**config.mk**
```make
export PLATFORM = sky130hd
export DESIGN_NAME = uart_tx_arbiter
export DESIGN_NICKNAME = d
export VERILOG_FILES = /design/src/rtl/uart_pkg.sv /design/src/rtl/uart_tx_arbiter_picker.sv /design/src/rtl/uart_tx_arbiter.sv
export SDC_FILE = /design/constraint.sdc
export NUM_CORES = 1
export LEC_CHECK = 0
export ABC_AREA = 1
export BUFFER_PORTS_ARGS = -buffer_cell sky130_fd_sc_hd__buf_2
export CAP_MARGIN = 20
export CORE_MARGIN = 5
export CORE_UTILIZATION = 41
export DETAILED_ROUTE_END_ITERATION = 8
export GPL_ROUTABILITY_DRIVEN = 0
export PLACE_DENSITY = 0.74
export SYNTH_ARGS = -nofsm -noshare
export SYNTH_HDL_FRONTEND = slang
export SYNTH_SLANG_ARGS = --single-unit
```
**constraint.sdc**
```tcl
create_clock -name osc_12m -period 1.3 [get_ports osc_12m]
set_clock_uncertainty 0.05 [all_clocks]
set_input_delay 0.13 -clock osc_12m [delete_from_list [all_inputs] [get_ports osc_12m]]
set_output_delay 0.13 -clock osc_12m [all_outputs]
set_load 0.02 [all_outputs]
```
**src/rtl/uart_pkg.sv**
```systemverilog
// Shared definitions for the UART transmit arbiter: byte width and FSM state encoding.
package uart_pkg;

  localparam int UART_BYTE_W = 8;

  typedef enum logic [1:0] {
    ST_IDLE = 2'd0,
    ST_XFER = 2'd1,
    ST_GAP  = 2'd2
  } state_t;

endpackage

```
**src/rtl/uart_tx_arbiter_picker.sv**
```systemverilog
// Combinational round-robin picker: first set request scanning from ptr upward, wrapping to 0.
module rr_priority_picker #(
  parameter  int NUM_REQ = 2,
  localparam int PTR_W   = $clog2(NUM_REQ)
) (
  input  logic [NUM_REQ-1:0] req,
  input  logic [PTR_W-1:0]   ptr,
  output logic [NUM_REQ-1:0] pick,
  output logic               any
);

  // First pass covers ptr..NUM_REQ-1, second pass the wrapped part 0..ptr-1.
  always_comb begin
    pick = '0;
    any  = 1'b0;
    for (int i = 0; i < NUM_REQ; i++) begin
      if (!any && req[i] && (i >= int'(ptr))) begin
        pick[i] = 1'b1;
        any     = 1'b1;
      end
    end
    for (int i = 0; i < NUM_REQ; i++) begin
      if (!any && req[i]) begin
        pick[i] = 1'b1;
        any     = 1'b1;
      end
    end
  end

endmodule

```
**src/rtl/uart_tx_arbiter.sv**
```systemverilog
// Packet-granular round-robin arbiter sharing one UART byte serializer among NUM_REQ sources,
// with a per-grant byte limit and a programmable idle gap between packets.
module uart_tx_arbiter
  import uart_pkg::*;
#(
  parameter int NUM_REQ    = 2,
  parameter int MAX_PKT    = 64,
  parameter int GAP_CYCLES = 0
) (
  input  logic                           osc_12m,
  input  logic                           rst,
  input  logic [NUM_REQ-1:0]             req_valid,
  input  logic [UART_BYTE_W*NUM_REQ-1:0] req_data,
  input  logic [NUM_REQ-1:0]             req_last,
  output logic [NUM_REQ-1:0]             req_ready,
  output logic [UART_BYTE_W-1:0]         tx_data,
  output logic                           tx_valid,
  input  logic                           tx_ready,
  output logic [NUM_REQ-1:0]             grant,
  output logic                           pkt_trunc
);

  localparam int                PTR_W     = $clog2(NUM_REQ);
  localparam int                CNT_W     = $clog2(MAX_PKT + 1);
  localparam logic [CNT_W-1:0]  CNT_LIMIT = CNT_W'(MAX_PKT - 1);
  localparam logic [15:0]       GAP_LOAD  = 16'(GAP_CYCLES - 1);
  localparam logic [PTR_W-1:0]  PTR_LAST  = PTR_W'(NUM_REQ - 1);

  state_t                 state, state_nxt;
  logic [PTR_W-1:0]       rr_ptr, g_idx, pick_idx;
  logic [CNT_W-1:0]       byte_cnt;
  logic [15:0]            gap_cnt;
  logic [NUM_REQ-1:0]     pick;
  logic                   pick_any;
  logic                   g_valid, g_last;
  logic [UART_BYTE_W-1:0] g_data;
  logic                   xfer_fire, at_limit, pkt_end;

  rr_priority_picker #(.NUM_REQ(NUM_REQ)) u_picker (
    .req  (req_valid),
    .ptr  (rr_ptr),
    .pick (pick),
    .any  (pick_any)
  );

  // Owner mux driven by the registered grant index; also encodes the picker's one-hot result.
  always_comb begin
    g_valid  = 1'b0;
    g_last   = 1'b0;
    g_data   = '0;
    pick_idx = '0;
    for (int i = 0; i < NUM_REQ; i++) begin
      if (g_idx == PTR_W'(i)) begin
        g_valid = req_valid[i];
        g_last  = req_last[i];
        g_data  = req_data[UART_BYTE_W*i +: UART_BYTE_W];
      end
      if (pick[i]) pick_idx = PTR_W'(i);
    end
  end

  always_comb begin
    req_ready = '0;
    tx_valid  = 1'b0;
    tx_data   = '0;
    if (state == ST_XFER) begin
      tx_valid = g_valid;
      tx_data  = g_data;
      for (int i = 0; i < NUM_REQ; i++) begin
        if (g_idx == PTR_W'(i)) req_ready[i] = tx_ready;
      end
    end
  end

  assign xfer_fire = (state == ST_XFER) && g_valid && tx_ready;
  assign at_limit  = (byte_cnt == CNT_LIMIT);
  assign pkt_end   = xfer_fire && (g_last || at_limit);

  always_comb begin
    state_nxt = state;
    unique case (state)
      ST_IDLE: if (pick_any) state_nxt = ST_XFER;
      ST_XFER: if (pkt_end) state_nxt = (GAP_CYCLES > 0) ? ST_GAP : ST_IDLE;
      ST_GAP:  if (gap_cnt == '0) state_nxt = ST_IDLE;
      default: state_nxt = ST_IDLE;
    endcase
  end

  always_ff @(posedge osc_12m or posedge rst) begin
    if (rst) state <= ST_IDLE;
    else     state <= state_nxt;
  end

  // Grant, round-robin pointer and counters; grant is cleared on the packet-ending transfer.
  always_ff @(posedge osc_12m or posedge rst) begin
    if (rst) begin
      grant     <= '0;
      g_idx     <= '0;
      rr_ptr    <= '0;
      byte_cnt  <= '0;
      gap_cnt   <= '0;
      pkt_trunc <= 1'b0;
    end else begin
      pkt_trunc <= pkt_end && at_limit && !g_last;
      if (state == ST_IDLE && pick_any) begin
        grant <= pick;
        g_idx <= pick_idx;
      end
      if (pkt_end) begin
        grant    <= '0;
        byte_cnt <= '0;
        rr_ptr   <= (g_idx == PTR_LAST) ? '0 : g_idx + PTR_W'(1);
        gap_cnt  <= GAP_LOAD;
      end else if (xfer_fire) begin
        byte_cnt <= byte_cnt + CNT_W'(1);
      end
      if (state == ST_GAP && gap_cnt != '0) gap_cnt <= gap_cnt - 16'd1;
    end
  end

endmodule
```
# Word level (Yosys, flattened, before mapping)
# Cells that the tools add are included.
# word_totals
ff_bits	30
latchBits	0
ramBits	0
rom_bits	0
in_bits	23
word_cells	67
memories	0
# classes
add_sub_neg	3
n_mul	0
n_div	0
magnitude_cmp	1
n_eq_ne	6
shift	0
mux	27
bitwise_logic	0
reduce_logical	23
# op_table
op	n
16-bit 2-to-1 mux	2
16-bit logical NOT	1
8-bit 2-to-1 mux	2
16-bit nonzero test	1
16-bit by 1-bit subtractor with 16-bit output, second input constant	1
1-bit 2-to-1 mux	14
7-bit 2-to-1 mux	2
2-bit 2-to-1 mux	6
1-bit logical AND	11
7-bit by 1-bit adder with 7-bit output, second input constant	1
7-bit by 6-bit equality test with 1-bit output, second input constant	1
2-bit != test, second input constant	3
2-bit case mux with 3 select lines	1
2-bit nonzero test	3
1-bit logical NOT	4
3-bit AND reduction	1
2-bit by 1-bit equality test with 1-bit output, second input constant	1
2-bit equality test, second input constant	1
2-bit logical NOT	1
1-bit adder, second input constant	1
1-bit greater-or-equal comparator, first input constant	1
1-bit logical OR	1

# Logic depth before layout (Yosys ltp)
# Gate-level depths: netlist (run 1).
# logic_depth
word_depth	15
mapped_depth	7

# Hierarchy
# Synthesis (run 1) repeated with hierarchy kept, for this count alone.
# hier_totals
cells_unflattened	126
hier_area_um2	829.5
# modules_own_cells
module	n_inst	cells_per_inst	area_per_inst_um2	seq_area_each_um2
uart_tx_arbiter	1	120	804.5	325.3
rr_priority_picker	1	6	25.0	0.0

# Least setup slack after synthesis (run 1)
# No wires, ideal clock.
# synth_path
path_type	flip-flop to output port
from	register g_idx
to	output port tx_data[0]
t_arrival_ps	1155
slack_ps	-35
stages_incl_launch_ff	5
path_buffers	1
cell_sequence	dfrtp_1 -> inv_1 -> clkbuf_1 -> nand2_1 -> a21oi_1
# synth_between
elab_chain_cells	2
# synth_lines
element	line_no	text
start, declared	uart_tx_arbiter.sv:30	logic [PTR_W-1:0] rr_ptr, g_idx, pick_idx;
start signal, assigned	uart_tx_arbiter.sv:107	g_idx <= pick_idx;
8-bit 2-to-1 mux	uart_tx_arbiter.sv:53	if (g_idx == PTR_W'(i)) begin
8-bit 2-to-1 mux	uart_tx_arbiter.sv:66	if (state == ST_XFER) begin
end, declared	uart_tx_arbiter.sv:16	output logic [UART_BYTE_W-1:0] tx_data,
# No other way between the ends.

# Worst setup path after layout (run 1)
# layout_path
from	register g_idx
to	output port tx_data[2]
# Same word-level chain as after synthesis.

==> results of run 1 <==
==> cell type report <==
cell class,count,area share [%]
clock buffers,4,1.888
inverters,17,4.766
multi-input cells,87,40.65
flip-flops and latches,13,23.47
well taps,27,2.428
repair buffers,53,26.80
==> cell families (layout without fill, tap and decap cells) <==
family          Yosys count  after routing
compound gates           16             16
xor+xnor                  1              1
fa+ha+maj                 1              1
buf+inv                  20             74
flops                    13             13
simple gates             69             69
==> routing by layer <==
layer  global-route usage, %  wire length (µm)  vias to the layer above
li1                        -                 -                      496
met1                   21.05              1092                      490
met2                   32.28              1673                       44
met3                   6.971               181                        4
met4                   6.073                37                        0
met5                       0                 0                        -
==> where the power goes <==
part / switching, mW / leakage, nW / internal [mW]
sequential: 0.123 / 0.168 / 0.528
clock: 0.133 / 0.0150 / 0.119
combinational: 1.04 / 0.555 / 0.812
==> worst min-delay path: cells and delay by family <==
kind / cells / cell delay [ns]
simple gates: 3 / 0.15
buf+inv: 2 / 0.18
==> sequential cells by signal, indices dropped and copies added (netlist names) <==
name	count
byte_cnt	7
g_idx	1
grant	2
pkt_trunc	1
rr_ptr	1
state	1
==> cells in the final DEF (no fill, tap or decap), drive strengths merged <==
| cell type | count |
|---|---|
| a21oi | 10 |
| xor2 | 1 |
| nand3 | 11 |
| buf | 52 |
| clkbuf | 4 |
| nand3b | 2 |
| dlygate4sd3 | 1 |
| a21boi | 1 |
| o21ai | 5 |
| nor3 | 2 |
| nand2 | 41 |
| inv | 17 |
| ha | 1 |
| dfrtp | 13 |
| nor2 | 10 |
| nand4 | 3 |
==> what timing repair did <==
item | in CTS | in global routing
setup buffers | 3 | 1
resized for setup | 42 | 23
pin swaps | 11 | 6
endpoints found under the setup margin | 17 | 23
gates cloned | 2 | 0
endpoints found under the hold margin | 13 | 0
hold buffers | 1 | 0
==> path summary, 6_finish.rpt <==
path                                            to  cells past startpoint  slack, ns          startpoint
setup reg to reg                rr_ptr$_DFFE_PP0P_                      6      -0.06   g_idx$_DFFE_PP0P_
hold reg to reg                 rr_ptr$_DFFE_PP0P_                      2       0.49  rr_ptr$_DFFE_PP0P_
max in group asynchronous     state[0]$_DFFE_PP0P_                      3       0.45                 rst
setup / recovery                        tx_data[2]                      5      -0.17   g_idx$_DFFE_PP0P_
hold / removal             byte_cnt[5]$_DFFE_PP0P_                      5       0.16            tx_ready
min in group asynchronous  byte_cnt[2]$_DFFE_PP0P_                      3       0.37                 rst
==> per-stage QoR <==
step / power (mW) / std cells / TNS, ns / cell area (µm²) / util, %
final: 2.754 / 201 / -2.021 / 1391 / 71.65
after global routing: 2.921 / 201 / -3.833 / 1391 / 71.65
after CTS: 2.515 / 200 / -1.623 / 1295 / 66.69
after detailed placement: 1.884 / 190 / -0.03440 / 1116 / 57.47
after global placement: 1.842 / 190 / 0 / 1116 / 57.47
after floorplan: 1.414 / 120 / -0.3180 / 838.3 / -
==> results.json, run 1 <==
{
  "status": "complete, but fails checks",
  "failed_checks": "setup timing",
  "antennaDiodeCount": 0,
  "fin_crit_sh_pct": 113.4,
  "grt_pass1_vias": 941,
  "fin_nets": 199,
  "h-tree-depth": 1,
  "async_flop_share_pct": 100.0,
  "setup.worst_path.end_class": "primary output",
  "synth_fp_nets": 144,
  "globalRouteTotalUtil_pct": 18.67,
  "core_area_um2": 1942,
  "ios": 37,
  "drtPass1Iterations": 4,
  "multi_input_area_um2": 565.5,
  "clk_latency_ns": 0.28,
  "cts_buffers": 3,
  "die_w_um": 55.02,
  "synth-simple-area-share_pct": 37.05,
  "synth_common_cells": "nand2_1, inv_1, dfrtp_1",
  "grt_max_degree": 14,
  "wl_per_cell_um": 14.85,
  "max_freq_mhz": 678.2,
  "cp_max_fo": 5,
  "crit_family": "flip-flops",
  "root_buffer": "clkbuf_4",
  "hpwl_um": 1813,
  "n_fill_cell": 137,
  "synthesis.area_um2": 830.8,
  "synth_compound_area_share_pct": 12.20,
  "worstMarginPinSlew_ns": 0.5227,
  "critical_path_arrival_ns": 1.29,
  "synth_top_family_by_area": "simple AND/OR/NAND/NOR gates",
  "crit_chain": "buf_6 -> buf_6 -> nand2_2 -> a21oi_2 -> buf_6",
  "max_cap_viol_count": 0,
  "synth_area_leaders": "dfrtp_1, nand2_1, inv_1",
  "cp.required_ns": 1.12,
  "ys_types": 19,
  "ys.flop_type": "dfrtp_1",
  "vias": 1034,
  "fp.dieH_um": 55.02,
  "grt_overflow": 0,
  "synth_seq_cells": 13,
  "clock-sinks": 13,
  "slew_violations": 0,
  "initial_core_util_pct": 42.78,
  "hold_viol_final": 0,
  "clkTransAtPathRegs_ns": 0.08,
  "synth_edf_count": 0,
  "portBuffers": 36,
  "synthToLayoutAreaGrowth_pct": 67.47,
  "hp-class": "in -> reg",
  "netlist.area_leader.share_pct": 39.16,
  "min_period_ns": 1.474,
  "drtIter0Drc": 28,
  "synth_xor_xnor_area_share_pct": 1.054,
  "cpPeakStageDelay_ns": 0.41,
  "rows": 16,
  "synthCells": 120,
  "synthMuxAreaShare_pct": 0,
  "routed_wl_um": 2985,
  "fin_ws_ns": -0.1745,
  "power_density_nw_per_um2": 1980,
  "seqCellArea_um2": 326.6,
  "max_slew_margin_pct": 65.11,
  "ir_worst_vdd_mv": 1.466,
  "dieArea_um2": 3027,
  "dp_slack_ns": -0.01787,
  "synth_most_common_cell": "nand2_1",
  "seq_area_frac_synth_pct": 39.16,
  "drtAntennaViolNets": 0,
  "cp_num_buf_inv": 3,
  "grt_pass1_wl_um": 4008,
  "ys_warn_count": 0,
  "cp_slowest_cell": "dfrtp_1",
  "critPathLaunchType": "flip-flop",
  "cts_tree": "built",
  "power_leakage_nw": 0.7385,
  "grt_antenna_before_repair": 0,
  "whs_ns": 0.1603,
  "layout-drive-gt1-share_pct": 55.75,
  "setup_viol": 22,
  "cts_max_path_buffers": 2,
  "critical_path_class": "reg -> out",
  "cpMostUsedCell": "buf_6",
  "vias_per_cell": 5.144,
  "yosys.area.top_type": "dfrtp_1",
  "syn_area_per_cell_um2": 6.923,
  "synth_fa_ha_area_share_pct": 1.506,
  "drc": 0,
  "rsz0062_at_grt": "yes"
}
No activity file was read; power rests on OpenSTA's default activity.
==> inputs of run 2 (changes only) <==
--- a/config.mk
+++ b/config.mk
@@ -13,6 +13,8 @@
 export DETAILED_ROUTE_END_ITERATION = 8
 export GPL_ROUTABILITY_DRIVEN = 0
 export PLACE_DENSITY = 0.74
+export REMOVE_ABC_BUFFERS = 1
+export SKIP_CTS_REPAIR_TIMING = 1
 export SYNTH_ARGS = -nofsm -noshare
 export SYNTH_HDL_FRONTEND = slang
 export SYNTH_SLANG_ARGS = --single-unit
==> run 2 against run 1 <==
- the run still ends with setup timing left
- clock power is 2% higher
- routed wire length is 11% lower
- core utilization is 3.0 points lower
- critical path depth is 1 lower
- die area stayed put
- critical endpoint is now req_ready[1]
- cell area is 4.2% lower
- fmax is 0.17% lower
- via count is 0.48% lower
- largest cell class unchanged
- combinational power is 8% lower
- sequential share of layout area is 1.1 points higher
==> results.json, run 2 (same netlist as run 1, synthesis figures left out) <==
{
  "status": "complete, but fails checks",
  "failed_checks": "setup timing",
  "fin_crit_sh_pct": 113.6,
  "grt_antenna_before_repair": 0,
  "grt_overflow": 0,
  "n_fill_cell": 136,
  "setup.worst_path.end_class": "primary output",
  "fp.dieH_um": 55.02,
  "hold_depth": 4,
  "hp-class": "in -> reg",
  "synthToLayoutAreaGrowth_pct": 60.39,
  "p_int_mw": 1.426,
  "worst-r2r-setup-slack_ns": -0.06,
  "hpwl_um": 1837,
  "ios": 37,
  "whs_ns": 0.1517,
  "critPathLaunchType": "flip-flop",
  "h-tree-depth": 1,
  "top_regs": "byte_cnt (7), grant (2)",
  "portBuffers": 36,
  "vias": 1029,
  "drtPass1Iterations": 4,
  "routed_wl_um": 2652,
  "seqCellArea_um2": 327.8,
  "grt_pass1_wl_um": 3519,
  "grt_pass1_vias": 877,
  "antennaDiodeCount": 0,
  "initial_core_util_pct": 42.78,
  "critPathLaunch": "g_idx$_DFFE_PP0P_",
  "critical_path_class": "reg -> out",
  "dp_slack_ns": -0.05001,
  "layout_commonest_cell": "nand2_1",
  "core_area_um2": 1942,
  "root_buffer": "clkbuf_4",
  "vias_per_cell": 4.995,
  "combPwrFrac_pct": 65.8,
  "largest_reg_flops": 7,
  "min_period_ns": 1.477,
  "rsz0062_at_grt": "yes",
  "globalRouteTotalUtil_pct": 16.01,
  "hold-path-endpoint": "byte_cnt[5]$_DFFE_PP0P_",
  "cts_max_path_buffers": 2,
  "p_switching_mw": 1.167,
  "cp_max_fo": 5,
  "grt_max_degree": 14,
  "slew_violations": 0,
  "drtIter0Drc": 38,
  "cp.required_ns": 1.12,
  "clkTransAtPathRegs_ns": 0.09,
  "fin_nets": 204,
  "drtAntennaViolNets": 0,
  "rr_worst_depth": 6,
  "ir_worst_vdd_mv": 0.9210,
  "hold_viol_final": 0,
  "max_cap_viol_count": 0,
  "power_frac_seq_pct": 24.3,
  "layout_common_cells": "nand2_1, buf_2, buf_4, inv_1, dfrtp_1",
  "rows": 16,
  "drc": 0,
  "clock-sinks": 13,
  "min_from": "tx_ready",
  "cts_tree": "built",
  "regMostFlops": "byte_cnt",
  "clk_latency_ns": 0.28,
  "multi_input_area_um2": 481.7,
  "cts_buffers": 3,
  "power_leakage_nw": 0.7269,
  "layout-drive-gt1-share_pct": 47.49,
  "r2r-start": "g_idx$_DFFE_PP0P_",
  "power.share.clock_pct": 9.9,
  "setup_viol": 19,
  "die_w_um": 55.02,
  "dieArea_um2": 3027,
  "p_sw_share_pct": 45.00,
  "critical_path_arrival_ns": 1.30,
  "max_slew_margin_pct": 66.27,
  "fin_ws_ns": -0.1769,
  "max_freq_mhz": 677.1,
  "worstMarginPinSlew_ns": 0.5053,
  "reg2reg_to": "byte_cnt[3]$_DFFE_PP0P_",
  "power_density_nw_per_um2": 1946,
  "wl_per_cell_um": 12.87
}
==> run 2: cell count changes in the layout (fill, tap and decap cells not counted), moves of 2 or more <==
| cell | previous run | this run |
|---|---|---|
| inv_1 | 11 | 13 |
| inv_2 | 5 | 3 |
| nor2_1 | 6 | 9 |
| buf_6 | 10 | 6 |
| a21oi_1 | 1 | 3 |
| buf_4 | 16 | 25 |
| nand2_1 | 27 | 37 |
| nor2_2 | 3 | 1 |
| nand2_4 | 6 | 2 |
| nand2_2 | 8 | 2 |
==> run 2: final cells by class <==
| cell class | instances | area share [%] |
|---|---|---|
| Clock buffer | 4 | 1.972 |
| Inverter | 17 | 5.070 |
| Multi-Input combinational cell | 87 | 36.15 |
| Tap cell | 27 | 2.535 |
| Sequential cell | 13 | 24.60 |
| Timing Repair Buffer | 58 | 29.67 |
==> run 2: metal layers <==
metal	up-vias	routed length, µm	track usage (%)
met5	-	0	0
met1	472	1029	16.89
met4	0	26	7.287
met2	53	1298	30.71
met3	4	297	2.413
li1	500	-	-
==> run 2: stage by stage <==
step	power (mW)	TNS, ns	util, %	area (µm²)	std cells
after floorplan	1.381	-2.769	-	819.5	117
after global placement	1.873	-0.01899	58.63	1139	194
after detailed placement	1.921	-0.2266	58.63	1139	194
after CTS	2.178	-2.306	59.99	1165	198
after global routing	2.776	-3.562	68.62	1333	206
final	2.593	-1.796	68.62	1333	206
==> run 2: how the worst max path moves through the flow <==
stage,to,slack (ns),depth (start not counted)
finish,req_ready[1],-0.18,4
global route,tx_data[4],-0.22,4
CTS,tx_data[3],-0.20,5
detailed placement,byte_cnt[3]$_DFFE_PP0P_,-0.05,8
global placement,byte_cnt[4]$_DFFE_PP0P_,-0.006,8
floorplan,rr_ptr$_DFFE_PP0P_,-0.23,6
==> run 2: worst max-delay path: stages, from the launching register on <==
cell and delay (ns):
dfrtp_2 0.42, inv_2 0.06, buf_4 0.16, nor3_2 0.21, buf_4 0.17
==> run 2: power by group through the flow <==
stage,logic (mW),clock network (mW),registers (mW)
6_report,1.71,0.256,0.631
5_1_grt,1.85,0.278,0.647
4_1_cts,1.30,0.262,0.617
3_5_place_dp,1.30,0,0.626
3_3_place_gp,1.25,0,0.619
2_1_floorplan,0.689,0,0.692
